==> src/rtl/memory_access_sequencer_pkg.sv <==
// Purpose: shared types and widths for the memory access sequencer.
// Latency: n/a (definitions only).
// Backpressure: n/a.
package memory_access_sequencer_pkg;

    localparam int DATA_W = 64;
    localparam int CNT_W  = 16;

    typedef enum logic [2:0] {
        IDLE       = 3'd0,
        RD_SRC1    = 3'd1,
        RD_SRC2    = 3'd2,
        RESULT     = 3'd3,
        WAIT_STORE = 3'd4,
        WR_DEST    = 3'd5
    } state_t;

endpackage

==> src/rtl/memory_access_sequencer_if.sv <==
// Purpose: bundles the operand, result, store and memory-bus signals of the sequencer.
// Latency: n/a (wiring only).
// Backpressure: valid/ready on the bundle, result and store paths; req/ack on the bus.
interface memory_access_sequencer_if;
    import memory_access_sequencer_pkg::*;

    // Upstream address-calculated bundle
    logic              inValid;
    logic              inReady;
    logic              isMemSrc1In;
    logic              isMemSrc2In;
    logic              isMemDestIn;
    logic [DATA_W-1:0] addrSrc1In;
    logic [DATA_W-1:0] addrSrc2In;
    logic [DATA_W-1:0] addrDestIn;

    // Result towards execute
    logic              outValid;
    logic              outReady;
    logic [DATA_W-1:0] src1DataOut;
    logic [DATA_W-1:0] src2DataOut;
    logic              destPendingOut;

    // Store data from writeback
    logic              storeValidIn;
    logic [DATA_W-1:0] storeDataIn;
    logic              storeReadyOut;

    // Memory bus
    logic              memReqOut;
    logic              memWriteOut;
    logic [DATA_W-1:0] memAddrOut;
    logic [DATA_W-1:0] memWdataOut;
    logic              memAckIn;
    logic [DATA_W-1:0] memRdataIn;

    // Status
    logic [CNT_W-1:0]  stallCountOut;

    // Environment side: drives bundles, consumes results, answers the bus
    modport master (
        output inValid, isMemSrc1In, isMemSrc2In, isMemDestIn,
               addrSrc1In, addrSrc2In, addrDestIn,
               outReady, storeValidIn, storeDataIn, memAckIn, memRdataIn,
        input  inReady, outValid, src1DataOut, src2DataOut, destPendingOut,
               storeReadyOut, memReqOut, memWriteOut, memAddrOut, memWdataOut,
               stallCountOut
    );

    // Sequencer side
    modport slave (
        input  inValid, isMemSrc1In, isMemSrc2In, isMemDestIn,
               addrSrc1In, addrSrc2In, addrDestIn,
               outReady, storeValidIn, storeDataIn, memAckIn, memRdataIn,
        output inReady, outValid, src1DataOut, src2DataOut, destPendingOut,
               storeReadyOut, memReqOut, memWriteOut, memAddrOut, memWdataOut,
               stallCountOut
    );

endinterface

==> src/rtl/memory_access_sequencer.sv <==
// Purpose: loads memory source operands, hands them to execute, then writes the memory destination.
// Latency: result 1 cycle after accept plus 1+wait cycles per source read; store write 1+wait cycles.
// Backpressure: accepts only in IDLE; result held until outReady; bus request held until ack.
module memory_access_sequencer
    import memory_access_sequencer_pkg::*;
(
    input  logic                  clk,
    input  logic                  reset,
    memory_access_sequencer_if.slave bus
);

    state_t            state_q;
    logic              src2_flag_q;
    logic              dest_flag_q;
    logic [DATA_W-1:0] src2_addr_q;
    logic [DATA_W-1:0] dest_addr_q;
    logic [DATA_W-1:0] src1_data_q;
    logic [DATA_W-1:0] src2_data_q;
    logic              out_valid_q;
    logic              dest_pending_q;
    logic              store_ready_q;
    logic              mem_req_q;
    logic              mem_write_q;
    logic [DATA_W-1:0] mem_addr_q;
    logic [DATA_W-1:0] mem_wdata_q;
    logic [CNT_W-1:0]  stall_cnt_q;
    logic [CNT_W-1:0]  stall_cnt_d;

    // Bus-wait counter: counts request cycles without ack, sticks at all-ones
    always_comb begin
        stall_cnt_d = stall_cnt_q;
        if (mem_req_q && !bus.memAckIn && (stall_cnt_q != {CNT_W{1'b1}})) begin
            stall_cnt_d = stall_cnt_q + CNT_W'(1);
        end
    end

    // Stall counter register; cleared only by reset
    always_ff @(posedge clk or posedge reset) begin
        if (reset) begin
            stall_cnt_q <= '0;
        end else begin
            stall_cnt_q <= stall_cnt_d;
        end
    end

    // Sequencer FSM with registered bus/result outputs; reset abandons any bus access
    always_ff @(posedge clk or posedge reset) begin
        if (reset) begin
            state_q        <= IDLE;
            src2_flag_q    <= 1'b0;
            dest_flag_q    <= 1'b0;
            src2_addr_q    <= '0;
            dest_addr_q    <= '0;
            src1_data_q    <= '0;
            src2_data_q    <= '0;
            out_valid_q    <= 1'b0;
            dest_pending_q <= 1'b0;
            store_ready_q  <= 1'b0;
            mem_req_q      <= 1'b0;
            mem_write_q    <= 1'b0;
            mem_addr_q     <= '0;
            mem_wdata_q    <= '0;
        end else begin
            case (state_q)
                IDLE: begin
                    if (bus.inValid) begin
                        src2_flag_q    <= bus.isMemSrc2In;
                        dest_flag_q    <= bus.isMemDestIn;
                        src2_addr_q    <= bus.addrSrc2In;
                        dest_addr_q    <= bus.addrDestIn;
                        // Non-memory sources must read back as zero
                        src1_data_q    <= '0;
                        src2_data_q    <= '0;
                        dest_pending_q <= bus.isMemDestIn;
                        if (bus.isMemSrc1In) begin
                            state_q    <= RD_SRC1;
                            mem_req_q  <= 1'b1;
                            mem_addr_q <= bus.addrSrc1In;
                        end else if (bus.isMemSrc2In) begin
                            state_q    <= RD_SRC2;
                            mem_req_q  <= 1'b1;
                            mem_addr_q <= bus.addrSrc2In;
                        end else begin
                            state_q     <= RESULT;
                            out_valid_q <= 1'b1;
                        end
                    end
                end
                RD_SRC1: begin
                    if (bus.memAckIn) begin
                        src1_data_q <= bus.memRdataIn;
                        if (src2_flag_q) begin
                            // Request stays up; only the address moves to src2
                            state_q    <= RD_SRC2;
                            mem_addr_q <= src2_addr_q;
                        end else begin
                            state_q     <= RESULT;
                            mem_req_q   <= 1'b0;
                            mem_addr_q  <= '0;
                            out_valid_q <= 1'b1;
                        end
                    end
                end
                RD_SRC2: begin
                    if (bus.memAckIn) begin
                        src2_data_q <= bus.memRdataIn;
                        state_q     <= RESULT;
                        mem_req_q   <= 1'b0;
                        mem_addr_q  <= '0;
                        out_valid_q <= 1'b1;
                    end
                end
                RESULT: begin
                    if (bus.outReady) begin
                        out_valid_q <= 1'b0;
                        if (dest_flag_q) begin
                            state_q       <= WAIT_STORE;
                            store_ready_q <= 1'b1;
                        end else begin
                            state_q <= IDLE;
                        end
                    end
                end
                WAIT_STORE: begin
                    if (bus.storeValidIn) begin
                        state_q       <= WR_DEST;
                        store_ready_q <= 1'b0;
                        mem_req_q     <= 1'b1;
                        mem_write_q   <= 1'b1;
                        mem_addr_q    <= dest_addr_q;
                        mem_wdata_q   <= bus.storeDataIn;
                    end
                end
                WR_DEST: begin
                    if (bus.memAckIn) begin
                        state_q        <= IDLE;
                        mem_req_q      <= 1'b0;
                        mem_write_q    <= 1'b0;
                        mem_addr_q     <= '0;
                        mem_wdata_q    <= '0;
                        dest_pending_q <= 1'b0;
                    end
                end
                default: begin
                    state_q <= IDLE;
                end
            endcase
        end
    end

    // inReady is forced low while reset is held so every output reads 0 during reset
    assign bus.inReady        = (state_q == IDLE) && !reset;
    assign bus.outValid       = out_valid_q;
    assign bus.src1DataOut    = src1_data_q;
    assign bus.src2DataOut    = src2_data_q;
    assign bus.destPendingOut = dest_pending_q;
    assign bus.storeReadyOut  = store_ready_q;
    assign bus.memReqOut      = mem_req_q;
    assign bus.memWriteOut    = mem_write_q;
    assign bus.memAddrOut     = mem_addr_q;
    assign bus.memWdataOut    = mem_wdata_q;
    assign bus.stallCountOut  = stall_cnt_q;

endmodule

==> src/flat_wrapper.sv <==
// flat-port wrapper written by rule: the top's interface ports become plain ports
module memory_access_sequencer_flat import memory_access_sequencer_pkg::*;
  (clk, reset, bus_inValid, bus_isMemSrc1In, bus_isMemSrc2In, bus_isMemDestIn, bus_addrSrc1In, bus_addrSrc2In, bus_addrDestIn, bus_outReady, bus_storeValidIn, bus_storeDataIn, bus_memAckIn, bus_memRdataIn, bus_inReady, bus_outValid, bus_src1DataOut, bus_src2DataOut, bus_destPendingOut, bus_storeReadyOut, bus_memReqOut, bus_memWriteOut, bus_memAddrOut, bus_memWdataOut, bus_stallCountOut);
  memory_access_sequencer_if bus_i ();
  input  logic clk;
  input  logic reset;
  input wire logic [$bits(bus_i.inValid)-1:0] bus_inValid;
  input wire logic [$bits(bus_i.isMemSrc1In)-1:0] bus_isMemSrc1In;
  input wire logic [$bits(bus_i.isMemSrc2In)-1:0] bus_isMemSrc2In;
  input wire logic [$bits(bus_i.isMemDestIn)-1:0] bus_isMemDestIn;
  input wire logic [$bits(bus_i.addrSrc1In)-1:0] bus_addrSrc1In;
  input wire logic [$bits(bus_i.addrSrc2In)-1:0] bus_addrSrc2In;
  input wire logic [$bits(bus_i.addrDestIn)-1:0] bus_addrDestIn;
  input wire logic [$bits(bus_i.outReady)-1:0] bus_outReady;
  input wire logic [$bits(bus_i.storeValidIn)-1:0] bus_storeValidIn;
  input wire logic [$bits(bus_i.storeDataIn)-1:0] bus_storeDataIn;
  input wire logic [$bits(bus_i.memAckIn)-1:0] bus_memAckIn;
  input wire logic [$bits(bus_i.memRdataIn)-1:0] bus_memRdataIn;
  output wire logic [$bits(bus_i.inReady)-1:0] bus_inReady;
  output wire logic [$bits(bus_i.outValid)-1:0] bus_outValid;
  output wire logic [$bits(bus_i.src1DataOut)-1:0] bus_src1DataOut;
  output wire logic [$bits(bus_i.src2DataOut)-1:0] bus_src2DataOut;
  output wire logic [$bits(bus_i.destPendingOut)-1:0] bus_destPendingOut;
  output wire logic [$bits(bus_i.storeReadyOut)-1:0] bus_storeReadyOut;
  output wire logic [$bits(bus_i.memReqOut)-1:0] bus_memReqOut;
  output wire logic [$bits(bus_i.memWriteOut)-1:0] bus_memWriteOut;
  output wire logic [$bits(bus_i.memAddrOut)-1:0] bus_memAddrOut;
  output wire logic [$bits(bus_i.memWdataOut)-1:0] bus_memWdataOut;
  output wire logic [$bits(bus_i.stallCountOut)-1:0] bus_stallCountOut;
  assign bus_i.inValid = bus_inValid;
  assign bus_i.isMemSrc1In = bus_isMemSrc1In;
  assign bus_i.isMemSrc2In = bus_isMemSrc2In;
  assign bus_i.isMemDestIn = bus_isMemDestIn;
  assign bus_i.addrSrc1In = bus_addrSrc1In;
  assign bus_i.addrSrc2In = bus_addrSrc2In;
  assign bus_i.addrDestIn = bus_addrDestIn;
  assign bus_i.outReady = bus_outReady;
  assign bus_i.storeValidIn = bus_storeValidIn;
  assign bus_i.storeDataIn = bus_storeDataIn;
  assign bus_i.memAckIn = bus_memAckIn;
  assign bus_i.memRdataIn = bus_memRdataIn;
  assign bus_inReady = bus_i.inReady;
  assign bus_outValid = bus_i.outValid;
  assign bus_src1DataOut = bus_i.src1DataOut;
  assign bus_src2DataOut = bus_i.src2DataOut;
  assign bus_destPendingOut = bus_i.destPendingOut;
  assign bus_storeReadyOut = bus_i.storeReadyOut;
  assign bus_memReqOut = bus_i.memReqOut;
  assign bus_memWriteOut = bus_i.memWriteOut;
  assign bus_memAddrOut = bus_i.memAddrOut;
  assign bus_memWdataOut = bus_i.memWdataOut;
  assign bus_stallCountOut = bus_i.stallCountOut;
  memory_access_sequencer u_core (.clk(clk), .reset(reset), .bus(bus_i));
endmodule
==> config.mk <==
export PLATFORM = sky130hd
export DESIGN_NAME = memory_access_sequencer_flat
export DESIGN_NICKNAME = d
export VERILOG_FILES = /design/src/rtl/memory_access_sequencer_pkg.sv /design/src/rtl/memory_access_sequencer_if.sv /design/src/rtl/memory_access_sequencer.sv /design/src/flat_wrapper.sv
export SDC_FILE = /design/constraint.sdc
export NUM_CORES = 1
export LEC_CHECK = 0
export ABC_AREA = 1
export CAP_MARGIN = 15
export CORE_AREA = 2 2 236 238
export DETAILED_ROUTE_END_ITERATION = 12
export DIE_AREA = 0 0 238 240
export PLACE_DENSITY = 0.59
export SYNTH_ARGS = -nofsm -noshare
export SYNTH_HDL_FRONTEND = slang
export SYNTH_SLANG_ARGS = --single-unit
export TNS_END_PERCENT = 5
==> constraint.sdc <==
create_clock -name clk -period 15.83 [get_ports clk]
set_input_delay 3.166 -clock clk [delete_from_list [all_inputs] [get_ports clk]]
set_output_delay 3.166 -clock clk [all_outputs]
set_load 0.01 [all_outputs]
==> results of run 1 <==
[sequential cells by signal, indices dropped and copies added, names as in the netlist]
name	flops
u_core.bus.destPendingOut	1
u_core.bus.memAddrOut	64
u_core.bus.memReqOut	1
u_core.bus.memWdataOut	64
u_core.bus.memWriteOut	1
u_core.bus.outValid	1
u_core.bus.src1DataOut	64
u_core.bus.src2DataOut	64
u_core.bus.stallCountOut	16
u_core.bus.storeReadyOut	1
u_core.dest_addr_q	64
u_core.dest_flag_q	1
u_core.src2_addr_q	64
u_core.src2_flag_q	1
u_core.state_q	3
[routing by layer]
metal	vias up	track usage
met3	93	0.08152
met2	714	0.3821
met4	10	0.06250
li1	8639	-
met1	8635	0.3139
met5	-	0
[logic make-up after synthesis]
logic type,after synthesis
simple gates,1390
flops,410
buf+inv,319
compound gates,272
xor+xnor,8
fa+ha+maj,1
[synth_stat cells, types with 4 or more instances]
cell type	number
dfrtp_1	410
nand3_1	336
buf_4	12
xnor2_1	7
o21ai_0	194
inv_2	6
nor2_1	89
nand2_2	4
inv_1	152
nor2_2	4
buf_2	81
o21ai_1	8
nand4_1	6
nand2_1	945
buf_1	6
buf_6	13
a21oi_1	67
clkbuf_1	48
[where the power goes]
group / internal, W / switching (W)
Clock: 0.000697 / 0.000451
Sequential: 0.00147 / 0.000264
Combinational: 0.000868 / 0.00127
Total: 0.00304 / 0.00198
[per-stage QoR]
step / instance area (sq um) / power (W) / setup WS [ns] / hold slack (ns) / std cells
detailed placement: 25200 / 0.003901 / 8.280 / 0.4626 / 3570
global placement: 25180 / 0.003861 / 8.255 / 0.4623 / 3569
floorplan: 18880 / 0.002914 / 1.256 / 0.4491 / 2400
global route: 26880 / 0.005365 / 8.235 / 0.4894 / 3664
finish: 26880 / 0.005021 / 8.296 / 0.4755 / 3665
CTS: 26830 / 0.005079 / 8.285 / 0.4793 / 3656
[area by class of cell]
cell class,instances,area [sq um],area share
antenna,8,20.02,0.0007447
clock buffer,75,1464,0.05446
clock inverter,11,167.7,0.006237
inverter,159,606.8,0.02257
multi-input combinational,1671,7232,0.2690
sequential,410,10260,0.3817
tap,704,880.8,0.03277
timing repair buffer,627,6248,0.2325
[final timing paths]
path                                     start                          to  slack, ns  cells past startpoint
setup / recovery                         reset                 bus_inReady       8.30                      3
hold / removal             u_core.bus.outValid         u_core.bus.outValid       0.48                      2
setup reg to reg             u_core.state_q[2]   u_core.bus.src2DataOut[0]      12.59                      6
hold reg to reg            u_core.bus.outValid         u_core.bus.outValid       0.48                      2
max in group asynchronous                reset      u_core.dest_addr_q[10]      10.37                      5
min in group asynchronous                reset  u_core.bus.memWdataOut[38]       3.20                      2
[worst max-delay path, cell delays in order]
cell and delay [ns]:
clkdlybuf4s50_1 0.51, nor2_1 0.14, clkdlybuf4s50_1 0.55
==> out/results.ini, run 1 <==
[status]
status=finished clean

[sta]
rsz0062_at_grt=false
fmax_ghz=0.1327
post-route-min-period_ns=7.534
timing.final.crit_share=0.4759
tightest_slew_ns=1.089
hold_violations=0
finalSetupTns_ns=0
report.final.slew_viol_count=0
fin_skew_ns=0.01694
slew_headroom=0.2740
finalSetupViolations=0

[cells_and_area]
area_growth_pct=42.41
fillCellCount=5275
utilization=0.4918
final_common_cell=nand2_1
layout-drive-gt1-share=0.04267
layout.nets=3247
layout_common_cells=943 x nand2_1, 604 x clkdlybuf4s50_1, 409 x dfrtp_1

[detailed_routing]
drt-vias-per-instance=4.936
drt_wl_total_um=70400
num_vias=18091
drt_iter0_drc=1516
drc=0
firstDrtPassIters=5
met3WireLength_um=6875
ant_nets=0
dr_wl_met2_um=32700
wl_met1_um=29370
dr.max_layer_used=met5
wl_per_cell_um=19.21

[cts]
cts.clk_slew.worst_paths_ns=0.06
htree_levels=2
clock_sinks=410
cts-root-buf=clkbuf_16
cts_hold_buffers=0
post_cts_buffers=0
cts_resized=0
worstSkewPairLatency_ns=0.59
cts_buffers=48
cts_tree=yes
clockBufferDepth=3

[logic_synthesis]
synthSimpleGateAreaFrac=0.3031
ys_seq_area_frac=0.5436
synth.top_cell.area_share=0.5436
synth_mux_area_frac=0
synth_cells=2400
ys_seq_elements=410
avgSynthCellArea_sq_um=7.865
synth_area_sq_mm=0.01888
synth-compound-area-share=0.07252
synth-edff-count=0
async_flop_share=1.000
syn-num-nets=2730
synth_ff_type=dfrtp_1
yosys.area.top_type=dfrtp_1
yosysUniqueCellTypes=30
synth_area_leaders=dfrtp_1 54%, nand2_1 19%, nand3_1 8.9%, o21ai_0 5.1%, inv_1 3.0%
synthAdderAreaFrac=0.0006629
synth_xor_area_frac=0.003712
ys.warnings.count=0
synth_top_family_by_area=simple AND/OR/NAND/NOR gates

[place]
hpwl_um=46800
io_buffer_count=606
gp_congestion=0.9320

[worst_hold_path]
hold_class=flop to flop

[setup_path]
cp.arrival_ns=4.37
path_class=input port to output port
end_kind=output port
crit_required_ns=12.66
cp_max_fo=2
critPathLaunchType=input port

[grt]
grt_max_degree=143
grt_antenna_before_repair=12
track_usage=0.2402
grt_pass1_wl_um=107000
grt_pass1_vias=17649
grt-ovfl-total=0

[floorplanning]
start_util=0.3453
die_area_sq_mm=0.05712
die-height_um=240
die_x_um=238
pin_count=607
rows=86
core_area_sq_mm=0.05466

[power_and_ir_drop]
peakVddDrop_uv=129.6
p_leak_nw=12.98
power_per_cell_area_mw_per_mm2=186.8

[flow_run]
cap_violations=0

Note: power is estimated with default switching activity, not from simulation.
==> inputs of run 2 (changes only) <==
--- a/config.mk
+++ b/config.mk
@@ -7,10 +7,10 @@
 export LEC_CHECK = 0
 export ABC_AREA = 1
 export CAP_MARGIN = 15
-export CORE_AREA = 2 2 236 238
+export CORE_AREA = 2 2 235 237
 export DETAILED_ROUTE_END_ITERATION = 12
-export DIE_AREA = 0 0 238 240
-export PLACE_DENSITY = 0.59
+export DIE_AREA = 0 0 237 239
+export PLACE_DENSITY = 0.62
 export SYNTH_ARGS = -nofsm -noshare
 export SYNTH_HDL_FRONTEND = slang
 export SYNTH_SLANG_ARGS = --single-unit
==> constraint.sdc (replaced) <==
create_clock -name clk -period 6.8 [get_ports clk]
set_input_delay 1.36 -clock clk [delete_from_list [all_inputs] [get_ports clk]]
set_output_delay 1.36 -clock clk [all_outputs]
set_load 0.01 [all_outputs]
==> run 2 against run 1 <==
Die area decreased by 0.84%. Final area shrank 0.54%. Sequential power grew 130%.
==> out/results.ini, run 2 (synthesized netlist as in run 1, its figures left out) <==
[status]
status=finished clean

[cells_and_area]
final_cells=3662
final_common_cell=nand2_1
layout.nets=3247
area_growth_pct=41.64
layout-drive-gt1-share=0.04169
fillCellCount=5127
layout_common_cells=943 x nand2_1, 604 x clkdlybuf4s50_1, 409 x dfrtp_1

[grt]
grt-ovfl-total=0
grt_pass1_vias=17813
grt_pass1_wl_um=105700
grt_max_degree=172
track_usage=0.2402
grt_antenna_before_repair=12

[detailed_routing]
ant_nets=0
drt-vias-per-instance=4.972
num_vias=18206
drt_wl_total_um=69930
firstDrtPassIters=6
drc=0
drt_iter0_drc=1432
wl_per_cell_um=19.10

[power_and_ir_drop]
seqPwrFrac=0.353
net-switching-power_w=0.004598
power_per_cell_area_mw_per_mm2=429.6
power_w=0.01149
peakVddDrop_uv=299.2
power_frac_comb=0.432
sw_frac_of_total=0.4003
p_leak_nw=12.92
power.internal_w=0.006887
clock_power_share=0.216

[setup_path]
cp_max_fo=2
cp.arrival_ns=2.47
worst-path-buf-inv=2
slowest_delay_ns=0.54
path_class=input port to output port
critPathLaunchType=input port
end_kind=output port
crit_top_cell=clkdlybuf4s50_1
path_delay_family=buffers and inverters
startpoint=reset
crit_required_ns=5.44
crit_slowest_cell=clkdlybuf4s50_1
rr_startpoint=u_core.state_q[2]
crit_chain=clkdlybuf4s50_1 -> nor2_1 -> clkdlybuf4s50_1

[flow_run]
cap_violations=0

[sta]
post-route-min-period_ns=3.834
fmax_ghz=0.2608
slew_headroom=0.1954
hold_violations=0
timing.final.crit_share=0.5639
fin_skew_ns=0.03140
tightest_slew_ns=1.207
rsz0062_at_grt=false
finalSetupTns_ns=0
report.final.slew_viol_count=0
finalSetupViolations=0
fin_ws_ns=2.966

[cts]
htree_levels=2
cts.clk_slew.worst_paths_ns=0.06
clockBufferDepth=3
worstSkewPairLatency_ns=0.60
cts_hold_buffers=0
cts_tree=yes
post_cts_buffers=0
cts_resized=0
cts_buffers=46
cts-root-buf=clkbuf_16
clock_sinks=410

[floorplanning]
die-height_um=239
die_area_sq_mm=0.05664
pin_count=607
core_area_sq_mm=0.05434
rows=86
start_util=0.3474
die_x_um=237

[place]
placed_cells=3573
hpwl_um=47450
io_buffer_count=606
place_ws_ns=2.608
gp_congestion=0.8572

[worst_hold_path]
hold_class=flop to flop
min_from=u_core.bus.memAddrOut[29]

[run 2: final cells by class]
cell class,instances,area [sq um],share of cell area
tap,704,880.8,0.03295
timing repair buffer,629,6269,0.2345
inverter,159,601.8,0.02251
clock buffer,69,1348,0.05040
sequential,410,10260,0.3838
clock inverter,12,128.9,0.004820
multi-input combinational,1671,7227,0.2703
antenna,8,20.02,0.0007488
[run 2: final timing paths]
kind / to / slack, ns / cells after the start
worst max-delay path: bus_inReady / 2.97 / 3
worst min-delay path: u_core.bus.memAddrOut[29] / 0.48 / 2
worst max register to register: u_core.bus.src2DataOut[37] / 3.42 / 8
worst min register to register: u_core.bus.memAddrOut[29] / 0.48 / 2
max in group asynchronous: u_core.dest_addr_q[16] / 4.22 / 3
min in group asynchronous: u_core.bus.src2DataOut[56] / 1.16 / 2
[run 2: routing by layer]
metal,global-route usage,routed length (um),up-vias
met4,0.08516,1906,8
met5,0,53,-
met3,0.07875,6657,112
li1,-,-,8626
met2,0.3817,32270,716
met1,0.3069,29040,8744
[run 2: stage by stage]
step	hold WS, ns	utilization	instance area, sq um
floorplan	0.4491	-	18880
global placement	0.4615	0.4645	25240
detailed placement	0.4640	0.4645	25240
CTS	0.4798	0.4916	26720
global route	0.4938	0.4920	26730
finish	0.4758	0.4920	26740
[run 2: power groups by stage]
stage / clock, W / sequential [W] / combinational, W
2_1_floorplan: 0 / 0.00420 / 0.00259
6_report: 0.00248 / 0.00405 / 0.00496
5_1_grt: 0.00263 / 0.00416 / 0.00547
3_5_place_dp: 0 / 0.00406 / 0.00500
3_3_place_gp: 0 / 0.00403 / 0.00491
4_1_cts: 0.00254 / 0.00404 / 0.00502
[run 2: worst min-delay path, cell delays in order, from the launching register on]
cell	delay [ns]
dfrtp_1	0.34
nand2_1	0.05
nand2_1	0.05
==> inputs of run 3 (changes only) <==
==> constraint.sdc (replaced) <==
create_clock -name clk -period 3.3 [get_ports clk]
set_input_delay 0.66 -clock clk [delete_from_list [all_inputs] [get_ports clk]]
set_output_delay 0.66 -clock clk [all_outputs]
set_load 0.01 [all_outputs]
==> run 3 against run 2 <==
Total power is 110% higher. Largest cell class unchanged. Highest routed layer unchanged. Die area stayed put. Non-clock buffer count is 22 higher.
==> out/results.ini, run 3 (synthesized netlist as in run 1, its figures left out) <==
[sta]
fin_ws_ns=0.4528
tightest_slew_ns=1.110
rsz0062_at_grt=false
fmax_ghz=0.3512
slew_headroom=0.2600
finalSetupViolations=0
post-route-min-period_ns=2.847
fin_skew_ns=0.01803
hold_violations=0
timing.final.crit_share=0.8628
report.final.slew_viol_count=0

[cts]
clock_sinks=410
cts_buffers=47
cts.clk_slew.worst_paths_ns=0.06
cts-root-buf=clkbuf_16
cts_resized=0
cts_tree=yes
worstSkewPairLatency_ns=0.58
htree_levels=2
cts_hold_buffers=0
clockBufferDepth=3
post_cts_buffers=0

[grt]
grt_max_degree=228
grt_antenna_before_repair=10
track_usage=0.2449
grt_pass1_vias=18341
grt-ovfl-total=0
grt_pass1_wl_um=108100

[detailed_routing]
drt-vias-per-instance=4.984
drt_iter0_drc=1370
drc=0
drt_wl_total_um=70810
firstDrtPassIters=5
ant_nets=0
wl_per_cell_um=19.20
num_vias=18382

[flow_run]
cap_violations=0

[place]
place_ws_ns=0.6861
io_buffer_count=606
hpwl_um=48570
gp_congestion=0.8674
place_area_sq_mm=0.02553

[cells_and_area]
fillCellCount=5167
final_common_cell=nand2_1
layout.nets=3270
layout-drive-gt1-share=0.05005
area_growth_pct=43.84
design_area_sq_mm=0.02715
layout_common_cells=943 x nand2_1, 604 x clkdlybuf4s50_1, 409 x dfrtp_1
regArea_sq_mm=0.01026
multiInputGateArea_sq_mm=0.007227

[setup_path]
rr_startpoint=u_core.state_q[1]
path_class=flop to output port
path_delay_family=buffers and inverters
cp_max_fo=9
crit_slowest_cell=clkdlybuf4s50_1
reg2reg_to=u_core.bus.memWdataOut[10]
cp.arrival_ns=2.19
end_kind=output port
crit_chain=inv_2 -> nand2_1 -> nor2_1 -> clkdlybuf4s50_1
worst-path-buf-inv=2
ff2ff_setup_slack_ns=0.73
crit_required_ns=2.64
rr_worst_depth=7
slowest_delay_ns=0.54
critPathLaunchType=flop

[floorplanning]
die-height_um=239
pin_count=607
start_util=0.3474
die_area_sq_mm=0.05664
rows=86
core_area_sq_mm=0.05434
die_x_um=237

[power_and_ir_drop]
peakVddDrop_uv=1041
power_per_cell_area_mw_per_mm2=894.0
p_leak_nw=13.12
power_w=0.02427

[status]
status=finished clean

[worst_hold_path]
whs_path_depth=3
hold_class=input port to flop
min_from=bus_memAckIn
whs_endpoint=u_core.bus.src1DataOut[57]

-- run 3: layout make-up --
type                            instances  share of cell area
Sequential cell                       410              0.3779
Antenna cell                            7           0.0006452
Timing Repair Buffer                  651              0.2416
Inverter                              159             0.02217
Clock buffer                           73             0.05212
Multi-Input combinational cell       1671              0.2662
Clock inverter                         13            0.006959
Tap cell                              704             0.03244
-- run 3: worst reg2reg max path: stages, from the launching register on --
cell,delay [ns]
dfrtp_1,0.54
nor2_8,0.23
nand2_4,0.07
inv_2,0.36
nand2_1,0.27
a21oi_4,0.20
buf_4,0.52
o21ai_0,0.24
-- run 3: worst max path at each step --
stage | startpoint | to | slack (ns) | depth (start not counted)
2_1_floorplan | reset | u_core.bus.destPendingOut | -2.89 | 1
3_3_place_gp | bus_memAckIn | u_core.bus.memAddrOut[52] | 0.75 | 9
3_5_place_dp | bus_memAckIn | u_core.bus.memAddrOut[57] | 0.69 | 9
4_1_cts | u_core.state_q[1] | bus_inReady | 0.36 | 4
5_1_grt | u_core.state_q[1] | bus_inReady | 0.29 | 4
6_report | u_core.state_q[2] | bus_inReady | 0.45 | 4
-- run 3: power breakdown --
group | leakage (nW) | internal (W) | switching (W) | total, W
Combinational | 7.02 | 0.00432 | 0.00612 | 0.0104
Clock | 0.782 | 0.00326 | 0.00217 | 0.00544
Sequential | 5.32 | 0.00707 | 0.00133 | 0.00840
-- run 3: metrics by stage --
step                        util  hold WS [ns]  std cells  TNS [ns]
final                     0.4997        0.4766       3688         0
after global routing      0.4997        0.4641       3688         0
after CTS                 0.4993        0.4373       3681         0
after global placement    0.4698        0.4616       3595         0
after detailed placement  0.4698        0.4643       3595         0
after floorplan                -        0.4491       2400  -1183.11
-- run 3: routing by layer --
layer | wire, um | track usage
met3 | 6790 | 0.08037
met1 | 28780 | 0.3087
met5 | 34 | 0
met4 | 1867 | 0.08228
met2 | 33340 | 0.3964
